**src/rtl/falu_arbiter.sv**
```systemverilog
// Round-robin arbiter/sequencer sharing one falu among N requesters.
// Latches the winner's operands, starts the ALU, waits with a watchdog and returns a one-cycle response.
module falu_arbiter #(
    parameter int N       = 2,
    parameter int TIMEOUT = 64
) (
    input  logic              clk,
    input  logic              rst,
    input  logic [N-1:0]      req,
    input  logic [32*N-1:0]   req_op_a,
    input  logic [32*N-1:0]   req_op_b,
    input  logic [2*N-1:0]    req_op_code,
    input  logic [N-1:0]      req_mode_fp,
    input  logic [N-1:0]      req_round_mode,
    output logic [N-1:0]      gnt,
    output logic              rsp_valid,
    output logic [1:0]        rsp_id,
    output logic [31:0]       rsp_result,
    output logic [4:0]        rsp_flags,
    output logic              rsp_timeout,
    output logic              busy,
    output logic              alu_start,
    output logic              alu_clr,
    output logic [31:0]       alu_op_a,
    output logic [31:0]       alu_op_b,
    output logic [1:0]        alu_op_code,
    output logic              alu_mode_fp,
    output logic              alu_round_mode,
    input  logic [31:0]       alu_result,
    input  logic [4:0]        alu_flags,
    input  logic              alu_valid
);

    localparam logic [1:0] S_IDLE  = 2'd0;
    localparam logic [1:0] S_ISSUE = 2'd1;
    localparam logic [1:0] S_WAIT  = 2'd2;
    localparam logic [1:0] S_RESP  = 2'd3;

    localparam logic [7:0] WD_LAST = 8'(TIMEOUT - 1);
    localparam logic [1:0] LAST_ID = 2'(N - 1);

    logic [1:0]   state;
    logic [1:0]   ptr;
    logic [1:0]   winner;
    logic [7:0]   wd_cnt;

    logic         pick_vld;
    logic [1:0]   pick_idx;
    logic [31:0]  sel_a;
    logic [31:0]  sel_b;
    logic [1:0]   sel_code;
    logic         sel_mf;
    logic         sel_rm;
    logic [N-1:0] gnt_nxt;
    logic         first_wait;
    logic [1:0]   ptr_nxt;

    // Two passes give the rotated search: indices at/after ptr first, then the wrap-around.
    always_comb begin
        pick_vld = 1'b0;
        pick_idx = '0;
        for (int j = 0; j < N; j++) begin
            if (!pick_vld && req[j] && (j >= int'(ptr))) begin
                pick_vld = 1'b1;
                pick_idx = 2'(j);
            end
        end
        for (int j = 0; j < N; j++) begin
            if (!pick_vld && req[j]) begin
                pick_vld = 1'b1;
                pick_idx = 2'(j);
            end
        end
    end

    always_comb begin
        sel_a    = '0;
        sel_b    = '0;
        sel_code = '0;
        sel_mf   = 1'b0;
        sel_rm   = 1'b0;
        gnt_nxt  = '0;
        for (int j = 0; j < N; j++) begin
            if (pick_idx == 2'(j)) begin
                sel_a      = req_op_a[32*j +: 32];
                sel_b      = req_op_b[32*j +: 32];
                sel_code   = req_op_code[2*j +: 2];
                sel_mf     = req_mode_fp[j];
                sel_rm     = req_round_mode[j];
                gnt_nxt[j] = 1'b1;
            end
        end
    end

    // A valid level left over from the previous op is still visible in the first WAIT cycle.
    assign first_wait = (wd_cnt == 8'd0);
    assign ptr_nxt    = (winner == LAST_ID) ? 2'd0 : winner + 2'd1;

    always_ff @(posedge clk or posedge rst) begin
        if (rst) begin
            state          <= S_IDLE;
            ptr            <= '0;
            winner         <= '0;
            wd_cnt         <= '0;
            gnt            <= '0;
            rsp_valid      <= 1'b0;
            rsp_id         <= '0;
            rsp_result     <= '0;
            rsp_flags      <= '0;
            rsp_timeout    <= 1'b0;
            busy           <= 1'b0;
            alu_start      <= 1'b0;
            alu_clr        <= 1'b0;
            alu_op_a       <= '0;
            alu_op_b       <= '0;
            alu_op_code    <= '0;
            alu_mode_fp    <= 1'b0;
            alu_round_mode <= 1'b0;
        end else begin
            gnt       <= '0;
            alu_start <= 1'b0;
            alu_clr   <= 1'b0;
            rsp_valid <= 1'b0;
            case (state)
                S_IDLE: begin
                    if (pick_vld) begin
                        winner         <= pick_idx;
                        alu_op_a       <= sel_a;
                        alu_op_b       <= sel_b;
                        alu_op_code    <= sel_code;
                        alu_mode_fp    <= sel_mf;
                        alu_round_mode <= sel_rm;
                        gnt            <= gnt_nxt;
                        alu_start      <= 1'b1;
                        busy           <= 1'b1;
                        state          <= S_ISSUE;
                    end
                end
                S_ISSUE: begin
                    wd_cnt <= '0;
                    state  <= S_WAIT;
                end
                S_WAIT: begin
                    if (!first_wait && alu_valid) begin
                        rsp_result  <= alu_result;
                        rsp_flags   <= alu_flags;
                        rsp_timeout <= 1'b0;
                        rsp_id      <= winner;
                        rsp_valid   <= 1'b1;
                        state       <= S_RESP;
                    end else if (wd_cnt == WD_LAST) begin
                        rsp_result  <= '0;
                        rsp_flags   <= '0;
                        rsp_timeout <= 1'b1;
                        rsp_id      <= winner;
                        rsp_valid   <= 1'b1;
                        alu_clr     <= 1'b1;
                        state       <= S_RESP;
                    end else begin
                        wd_cnt <= wd_cnt + 8'd1;
                    end
                end
                default: begin
                    ptr   <= ptr_nxt;
                    busy  <= 1'b0;
                    state <= S_IDLE;
                end
            endcase
        end
    end

endmodule

```
**config.mk**
```make
export PLATFORM = sky130hd
export DESIGN_NAME = falu_arbiter
export DESIGN_NICKNAME = d
export VERILOG_FILES = /design/src/rtl/falu_arbiter.sv
export SDC_FILE = /design/constraint.sdc
export NUM_CORES = 1
export LEC_CHECK = 0
export ABC_CLOCK_PERIOD_IN_PS = 12700
export CAP_MARGIN = 10
export CELL_PAD_IN_SITES_DETAIL_PLACEMENT = 0
export CELL_PAD_IN_SITES_GLOBAL_PLACEMENT = 2
export CORE_AREA = 2 2 152 154
export DETAILED_ROUTE_END_ITERATION = 10
export DIE_AREA = 0 0 154 156
export PLACE_DENSITY_LB_ADDON = 0.1
export RECOVER_POWER = 25
export SKIP_LAST_GASP = 1
export SLEW_MARGIN = 20
export SYNTH_ARGS = -nofsm -noshare
export SYNTH_HDL_FRONTEND = slang
export SYNTH_SLANG_ARGS = --single-unit
```
**constraint.sdc**
```tcl
create_clock -name clk -period 12.7 [get_ports clk]
set_clock_uncertainty 0.1 [all_clocks]
set_input_delay 2.54 -clock clk [delete_from_list [all_inputs] [get_ports clk]]
set_output_delay 2.54 -clock clk [all_outputs]
set_load 0.05 [all_outputs]
```
==> results.md, run 1 <==
* Port bufs at 290
* WS Path Type: input port to register
* Sink Count at 125
* Rows at 55
* Switching pwr at 1229 uW
* Number of flops mapped to enable cells by yosys at 0
* Post-CTS Setup Inserts at 0
* Die W at about 150 um
* Cell Count, Final, Fillers Out at between 1000 and 1500
* Area of the die at about 24000 um2
* Async SR Flop Fraction at 100.0%
* Share of the synthesized area in the top cell type at 59.16%
* Max_slew headroom at -42.73%
* Status: finished with violations
* Total grt overflow at 0
* CTS resizes at 0
* Mapped cell area at around 5300 um2
* Pre-antenna DRT Iters at 7
* Worst Hold Class: register to register
* Fin worst setup slack at approximately 7.5 ns
* Routed wire length at between 15000 and 20000 um
* Vias per std cell at between 4 and 5
* Max Root-Sink Buffers at 2
* Cell taking the most area after synthesis: dfrtp_1
* Max Slew Vio Count at around 90
* Post-route cell area at just over 9000 um2
* DRC at 0
* Sequential-to-total area share from yosys stat at 59.16%
* Core Area at roughly 22000 um2
* First-pass GRT wire length at between 20000 and 30000 um
* CTS tree: yes
* DP Cell Count at 1028
* Netlist cell types at 37
* Startpoint Class: input port
* Int Pwr at between 1000 and 1500 uW
* Initial antenna violation count at 0
* H-tree depth at 4
* Post-CTS Hold Buffers at 0
* Final setup fails at 0
* Worst slew pin tran at 2.129 ns
* Max Clock Freq at slightly below 200 MHz
* IO Pins at just under 300
* Vias in the first global route at 4939
* Max Cap Violations at 2
* Synth top area cells: dfrtp_1 59%, nand2_1 8.0%, mux2i_1 6.8%
* Setup crit end kind: register
* Combinational power share at a little over half
* Die Span Y at 156 um
* Final hold violation count at 0
* Delay-heaviest family, CP: buffers and inverters
* Data arrival time of the worst path at about 5.4 ns
* Total negative slack at 0 ns
* Sw Share at approximately 47%
* CTS buffer count at 17
* CTS Root Cell: clkbuf_16
* Reg clk slew, reported paths at ~0.060 ns
* Flop pwr share at a little over a quarter
* Vias at roughly 4800
* Pre-CTS setup slack at around 7.8 ns
* Maximum vdd ir drop at around 120 uV
* Post-DP Area at about 8500 um2
* Gp weighted congestion at approximately 0.77
* Initial DRC Count at 193
* YS warnings at 0
* Cells after Synth at just under 500
* Crit-path slowest cell: clkbuf_1
* Diode count at 0
* Crit-path max cell delay at 1.36 ns
* RSZ-0062 raised after global routing: false
* Detailed-placement wirelength estimate at 13380 um
* Failing checks: max-capacitance violations, max-slew violations
* Final period util at roughly two fifths
* Crit-path max FO at 39
* Share of cells above drive strength 1 at under 10%
* PwrDens at 285.1 nW/um2
* Buf/Inv on CP at 3
* Clock latency on the worst-skew pair at ~0.4 ns
* Fin crit period at between 5 and 6 ns
* Syn_nets at 664
* Util after Layout at 40.72%
* Most common flop cell mapped by yosys: dfrtp_1
* Antenna Nets Post-Route at 0
* LEAKAGE at 0.004008 uW
* P&R area growth vs syn at 72.24%
* Post-layout nets at 945
* Clock power frac at 19.1%
* Avg Inst Size Synth at approximately 11 um2
* FF+latch count, synth at between 100 and 150
* Routed len/inst at approximately 18 um
* Ordered list of cells on the worst path: dlygate4sd3_1 -> inv_1 -> a31oi_1 -> o21ai_2 -> clkbuf_1 -> mux2_2
* Largest net degree at the start of global routing at 104
* Initial Utilization at a little under a quarter
* GR Util All Layers at about 15%
* Critical path required time at approximately 13 ns
[final timing paths]
| kind | start | to | slack, ns | cells past startpoint |
|---|---|---|---|---|
| max | alu_valid | rsp_id[0]$_DFFE_PP0P_ | 7.55 | 6 |
| min | alu_op_b[3]$_DFFE_PP0P_ | alu_op_b[3]$_DFFE_PP0P_ | 0.37 | 2 |
| max reg2reg | wd_cnt[2]$_DFFE_PP0P_ | rsp_id[0]$_DFFE_PP0P_ | 9.38 | 5 |
| min reg2reg | alu_op_b[3]$_DFFE_PP0P_ | alu_op_b[3]$_DFFE_PP0P_ | 0.37 | 2 |
| max in group asynchronous | rst | alu_mode_fp$_DFFE_PP0P_ | 7.93 | 3 |
| min in group asynchronous | rst | rsp_result[13]$_DFFE_PP0P_ | 3.04 | 2 |
[flip-flops by register name, indices dropped and copies added (netlist names), 2 cells and up]
register	flops
alu_op_code	2
gnt	2
state	2
rsp_result	32
wd_cnt	8
alu_op_a	32
alu_op_b	32
rsp_flags	5
[per-stage QoR]
| step | power, uW | hold slack [ns] |
|---|---|---|
| floorplan | 1588 | 0.3452 |
| CTS | 2634 | 0.3679 |
| global route | 2740 | 0.3862 |
| detailed placement | 2122 | 0.3543 |
| global placement | 2109 | 0.3519 |
| finish | 2596 | 0.3656 |
[cell type report]
type	count	area [um2]
Fill cell	2181	13260
Inverter	12	46.29
Clock inverter	11	130.1
Clock buffer	21	480.5
Multi-Input combinational cell	309	2011
Tap cell	285	356.6
Sequential cell	125	3128
Timing Repair Buffer	297	2955
[power by group through the flow]
stage	Clock (uW)	Combinational, uW	Sequential (uW)
after detailed placement	0	1440	680
final	496	1430	675
after CTS	514	1440	676
after global routing	531	1510	700
after global placement	0	1430	676
after floorplan	0	334	1250
[cell usage after synthesis (all sizes together), types with 2 or more instances]
| cell type | n |
|---|---|
| dfrtp | 125 |
| nand2 | 113 |
| o21ai | 39 |
| a22o | 37 |
| mux2i | 36 |
| a32oi | 35 |
| clkbuf | 27 |
| inv | 12 |
| nor2 | 9 |
| buf | 8 |
| ha | 5 |
| nor4 | 4 |
| a21oi | 3 |
| a31oi | 3 |
| nand3 | 3 |
| a21o | 2 |
| and2 | 2 |
| o22a | 2 |
[routing by layer]
layer	vias up	wire length, um	global-route usage [%]
met5	-	0	0
met3	29	984	3.528
met1	2282	7703	18.36
met2	179	9392	25.99
met4	0	500	6.898
li1	2293	-	-
[worst min-delay path: stages, from the launching register on]
cell	delay, ns
dfrtp_1	0.34
nand2_1	0.05
nand2_1	0.05
[cells in the final DEF (no fill, tap or decap), types with 2 or more instances in the layout]
master           count
clkinvlp_4           4
nor2_1               8
inv_6                3
bufinv_16            2
o22a_1               2
mux2i_1             36
o21ai_4              2
ha_1                 5
nand3_1              3
clkbuf_8             4
and2_1               2
o21ai_0             36
inv_1               11
a32oi_1             35
nand2_1            113
a21o_1               2
a22o_1              37
buf_4                5
a31oi_1              3
dfrtp_1            125
clkdlybuf4s50_1    287
a21oi_1              3
clkbuf_16           17
nor4_1               3
dlygate4sd3_1        3
[kinds of logic after synthesis]
kind of cell	Yosys count	synth area share, %
AND/OR/NAND/NOR	136	10.62
other	1	0.07092
flip-flops	125	59.16
AO/OA/AOI/OAI	130	18.36
multiplexers	37	7.028
buffers and inverters	47	3.573
adder cells (fa/ha/maj)	5	1.183
No activity file was read; power rests on OpenSTA's default activity.
==> run 2, diff against run 1 <==
- ABC_CLOCK_PERIOD_IN_PS: 12700 -> 4950
- CORE_AREA: 2 2 152 154 -> 2 2 159 161
- DIE_AREA: 0 0 154 156 -> 0 0 161 163
- clock period: 12.7 -> 4.95 ns (I/O delays scaled with it)
==> run 2 against run 1 <==
Compared with the run above: utilization decreased by 3.6 points; cell count increased by 4.4%; total power rose to 2.6 times the previous value; clock power increased to 2.5 times the previous value; register-to-register slack got worse by 6.8 ns; hold slack got worse by 0.0029 ns; largest cell class unchanged; the flow still finishes with violations (max-capacitance violations, max-slew violations); worst setup slack worse by 5.7 ns; non-clock buffer count increased by 1; critical path depth decreased by 3; first-iteration DRC count is 38% higher; clock-buffer cell count decreased by 2; sequential share of layout area decreased by 0.20 points.
==> results.md, run 2 (synthesized netlist as in run 1, its figures left out) <==
* Share of cells above drive strength 1 at between 6 and 7%
* Largest net degree at the start of global routing at 104
* Rows at 58
* Storage cell area at between 3000 and 4000 um2
* Die Span Y at between 150 and 200 um
* Crit Reg-Reg Endpoint: rsp_id[0]$_DFFE_PP0P_
* Antenna Nets Post-Route at 0
* Die W at between 150 and 200 um
* Fin crit period at just over 3 ns
* Ordered list of cells on the worst path: dlygate4sd3_1 -> clkinvlp_2 -> buf_12
* Post-DP Area at 8574 um2
* Core Area at around 25000 um2
* Total grt overflow at 0
* Max Cap Violations at 1
* Post-route cell area at about 9000 um2
* Pre-antenna DRT Iters at 4
* WS Path Type: input port to asynchronous set/reset pin
* Initial antenna violation count at 1
* Worst Hold Class: register to register
* Final hold violation count at 0
* Final setup fails at 0
* Final period util at 63.00%
* Met2 Wirelength at around 9400 um
* Maximum vdd ir drop at ~310 uV
* CTS Root Cell: clkbuf_16
* GR Util All Layers at around 14%
* Crit-path slowest cell: clkinvlp_2
* Status: finished with violations
* LEAKAGE at between 0.003 and 0.004 uW
* Sink Count at ~130
* Vias per std cell at 4.318
* Worst slew pin tran at around 2.6 ns
* Met3 wire length at 997 um
* Max_slew headroom at -75.57%
* Initial Utilization at 21.43%
* Worst Hold Depth at 2
* Worst hold endpoint: alu_op_b[11]$_DFFE_PP0P_
* R2R depth at 5
* Reg clk slew, reported paths at approximately 0.06 ns
* Most frequent cells in the layout: 287 x clkdlybuf4s50_1, 125 x dfrtp_1, 113 x nand2_1
* DRC at 0
* Post-layout nets at around 950
* Post-CTS Setup Inserts at 0
* H-tree depth at 4
* Port bufs at 290
* PwrDens at approximately 720 nW/um2
* P&R area growth vs syn at 73.26%
* # fillers at between 2000 and 2500
* Crit-path max FO at 73
* First-pass GRT wire length at 28380 um
* Flop2flop setup slack at ~2.6 ns
* Routed wire length at around 19000 um
* Total negative slack at 0 ns
* CTS resizes at 0
* Max Root-Sink Buffers at 2
* DRT met1 WL at between 8000 and 9000 um
* Origin of the critical flop-to-flop path: wd_cnt[2]$_DFFE_PP0P_
* Routed len/inst at 17.04 um
* CTS buffer count at 17
* IO Pins at 292
* Min-Delay Startpoint: alu_op_b[11]$_DFFE_PP0P_
* Overall power at ~6600 uW
* Crit-path max cell delay at 1.46 ns
* Area of the die at ~26000 um2
* Startpoint Class: input port
* Vias in the first global route at slightly below 5000
* Max Slew Vio Count at 53
* Most common cell after layout, fill and taps aside: clkdlybuf4s50_1
* Initial DRC Count at ~270
* Failing checks: max-capacitance violations, max-slew violations
* RSZ-0062 raised after global routing: false
* Clock latency on the worst-skew pair at slightly above 0.4 ns
* Multi-input gate area at 2011 um2
* Gp weighted congestion at about 0.77
* Max Clock Freq at 320.6 MHz
* Setup crit end kind: asynchronous set/reset pin
* Vias at between 4000 and 5000
* Max layer used: met4
* Critical path required time at about 5.4 ns
* Detailed-placement wirelength estimate at 13200 um
* CTS tree: yes
* Data arrival time of the worst path at roughly 3.6 ns
* Post-CTS Hold Buffers at 0
* Largest registers: alu_op_a (32), alu_op_b (32), rsp_result (32)
run 2: critical path: cells and delay by family:
| kind | cells | cell delay (ns) |
|---|---|---|
| buffers and inverters | 3 | 2.46 |
run 2: cell type report:
| cell class | count | share of cell area [%] |
|---|---|---|
| clock buffer | 19 | 4.835 |
| antenna | 1 | 0.02731 |
| clock inverter | 13 | 1.557 |
| timing repair buffer | 298 | 32.48 |
| tap | 330 | 4.507 |
| multi-input combinational | 309 | 21.95 |
| inverter | 12 | 0.5053 |
| sequential | 125 | 34.14 |
run 2: stage by stage:
stage | instances | setup WS [ns] | util, % | hold WS, ns
2_1_floorplan | 481 | 0.5324 | - | 0.3452
3_3_place_gp | 1074 | 1.641 | 34.75 | 0.3507
5_1_grt | 1107 | 1.400 | 37.13 | 0.3880
4_1_cts | 1106 | 1.996 | 37.12 | 0.3687
6_report | 1107 | 1.831 | 37.13 | 0.3626
3_5_place_dp | 1074 | 1.562 | 34.75 | 0.3553
run 2: how the worst max path moves through the flow:
stage | start | end
global placement | req[0] | alu_op_a[6]$_DFFE_PP0P_
global route | rst | alu_op_b[4]$_DFFE_PP0P_
finish | rst | rsp_result[27]$_DFFE_PP0P_
CTS | req[0] | alu_op_a[31]$_DFFE_PP0P_
detailed placement | req[0] | alu_op_a[31]$_DFFE_PP0P_
floorplan | rst | alu_clr$_DFF_PP0_
run 2: where the power goes:
part           total, uW  internal [uW]  switching (uW)
clock network       1240            755             489
registers           1730           1480             241
logic               3650           1230            2430
total               6620           3470            3160
run 2: layer usage:
layer / GRT usage, % / vias to the layer above
li1: - / 2297
met1: 17.00 / 2278
met2: 24.37 / 187
met3: 3.209 / 18
met4: 5.519 / 0
met5: 0 / -
==> run 3, diff against run 2 <==
- ABC_CLOCK_PERIOD_IN_PS: 4950 -> 2800
- CORE_AREA: 2 2 159 161 -> 2 2 166 168
- DIE_AREA: 0 0 161 163 -> 0 0 168 170
- clock period: 4.95 -> 2.8 ns (I/O delays scaled with it)
==> run 3 against run 2 <==
Compared with the run above: utilization down 2.5 points; die area up 8.8%; highest routed layer unchanged; critical endpoint is now alu_op_a[2]; the flow now finishes without violations; total power up 77%; clock-buffer cell count down 2; global-route usage down 0.49 points; sequential share of layout area down 0.23 points.
==> results.md, run 3 (synthesized netlist as in run 1, its figures left out) <==
* Post-CTS Hold Buffers at 0
* Most frequent cells in the layout: 289 x clkdlybuf4s50_1, 125 x dfrtp_1, 113 x nand2_1
* Origin of the critical flop-to-flop path: wd_cnt[2]$_DFFE_PP0P_
* DP Cell Count at around 1100
* GR Util All Layers at 13.58%
* Flop pwr share at a little over a quarter
* Post-CTS Setup Inserts at 0
* Maximum vdd ir drop at between 600 and 700 uV
* Antenna Nets Post-Route at 0
* P&R area growth vs syn at 74.42%
* Delay-heaviest family, CP: buffers and inverters
* Vias in the first global route at around 5000
* First-pass GRT wire length at roughly 30000 um
* Initial DRC Count at between 200 and 250
* Diode count at 0
* CTS resizes at 0
* Cell Count, Final, Fillers Out at around 1100
* Vias at approximately 4800
* Multi-input gate area at 2018 um2
* Switching pwr at around 5700 uW
* Die W at 168 um
* Max Slew Vio Count at 0
* Die Span Y at around 170 um
* Detailed-placement wirelength estimate at ~14000 um
* Int Pwr at 6079 uW
* Data arrival time of the worst path at 1.62 ns
* Crit Reg-Reg Endpoint: wd_cnt[5]$_DFFE_PP0P_
* Storage cell area at roughly 3100 um2
* Post-DP Area at ~8700 um2
* Max Clock Freq at between 400 and 500 MHz
* Startpoint Class: register
* Ordered list of cells on the worst path: clkdlybuf4s50_1
* Core Area at 26650 um2
* Crit-path slowest cell: clkdlybuf4s50_1
* Final hold violation count at 0
* Rows at 60
* Max_slew headroom at roughly a tenth
* Largest net degree at the start of global routing at between 70 and 80
* Share of cells above drive strength 1 at under 10%
* Total negative slack at 0 ns
* # fillers at ~2700
* Worst slew pin tran at roughly 1.4 ns
* Flop2flop setup slack at between 0.6 and 0.7 ns
* Most common cell after layout, fill and taps aside: clkdlybuf4s50_1
* Post-layout nets at ~950
* Area of the die at around 29000 um2
* Clock power frac at about 18%
* Combinational power share at a little under three fifths
* Pre-antenna DRT Iters at 4
* DRC at 0
* CTS buffer count at 17
* Worst hold endpoint: alu_op_b[6]$_DFFE_PP0P_
* Critical path required time at 2.14 ns
* Gp weighted congestion at roughly 0.76
* Clock latency on the worst-skew pair at between 0.4 and 0.5 ns
* CTS tree: yes
* Setup crit end kind: output pin
* Buf/Inv on CP at 1
* Status: finished, final reports clean
* Sink Count at approximately 130
* Sw Share at between 40% and 50%
* Util after Layout at between 30% and 40%
* Crit-path max cell delay at 0.86 ns
* Largest registers: alu_op_a (32), alu_op_b (32), rsp_result (32)
* RSZ-0062 raised after global routing: false
* Initial Utilization at roughly a fifth
* Routed wire length at 19590 um
* Reg clk slew, reported paths at ~0.060 ns
* PwrDens at around 1300 nW/um2
* H-tree depth at 4
* Post-route cell area at 9223 um2
* Crit-path max FO at 2
* Overall power at 11730 uW
* IO Pins at a little under 300
* LEAKAGE at about 0.004 uW
* Initial antenna violation count at 0
* Max Root-Sink Buffers at 2
* Final setup fails at 0
* Worst Hold Depth at 2
* Fin crit period at 2.284 ns
* Total grt overflow at 0
* R2R depth at 6
* Port bufs at between 200 and 300
* Worst Hold Class: register to register
* CTS Root Cell: clkbuf_16
* WS Path Type: register to output pin
* Vias per std cell at ~4.3
* Max Cap Violations at 0
* Routed len/inst at approximately 17 um
* Final period util at around 80%
* Min-Delay Startpoint: alu_op_b[6]$_DFFE_PP0P_
[run 3: layout make-up]
| type | instances | area share, % |
|---|---|---|
| multi-input combinational | 309 | 21.88 |
| clock inverter | 15 | 1.547 |
| inverter | 12 | 0.5020 |
| timing repair buffer | 303 | 32.91 |
| tap | 341 | 4.626 |
| clock buffer | 17 | 4.613 |
| sequential | 125 | 33.92 |
[run 3: layer usage]
layer	GRT usage, %	wire, um	share of wire [%]
met5	0	0	0
met4	3.856	243	1.2
met3	3.744	1135	5.8
met2	23.05	9759	50
met1	16.94	8453	43
[run 3: worst max-delay path by stage]
| stage | endpoint | cells past startpoint | from |
|---|---|---|---|
| 4_1_cts | rsp_result[27] | 1 | rsp_result[27]$_DFFE_PP0P_ |
| 2_1_floorplan | alu_clr$_DFF_PP0_ | 1 | rst |
| 3_5_place_dp | wd_cnt[5]$_DFFE_PP0P_ | 7 | alu_valid |
| 3_3_place_gp | wd_cnt[5]$_DFFE_PP0P_ | 7 | alu_valid |
| 6_report | alu_op_a[2] | 1 | alu_op_a[2]$_DFFE_PP0P_ |
| 5_1_grt | alu_op_a[14] | 1 | alu_op_a[14]$_DFFE_PP0P_ |
[run 3: power by group through the flow]
stage	logic, uW	clock network (uW)	registers (uW)
after floorplan	1520	0	5690
after global placement	6590	0	3070
after detailed placement	6620	0	3090
after CTS	6640	2250	3070
after global routing	6930	2320	3170
final	6530	2140	3060
[run 3: metrics by stage]
step                hold WS, ns  setup slack (ns)
finish                   0.3629            0.5158
detailed placement       0.3548            0.4117
global placement         0.3510            0.4497
CTS                      0.3684            0.4846
floorplan                0.3452            0.6007
global route             0.3934            0.4459
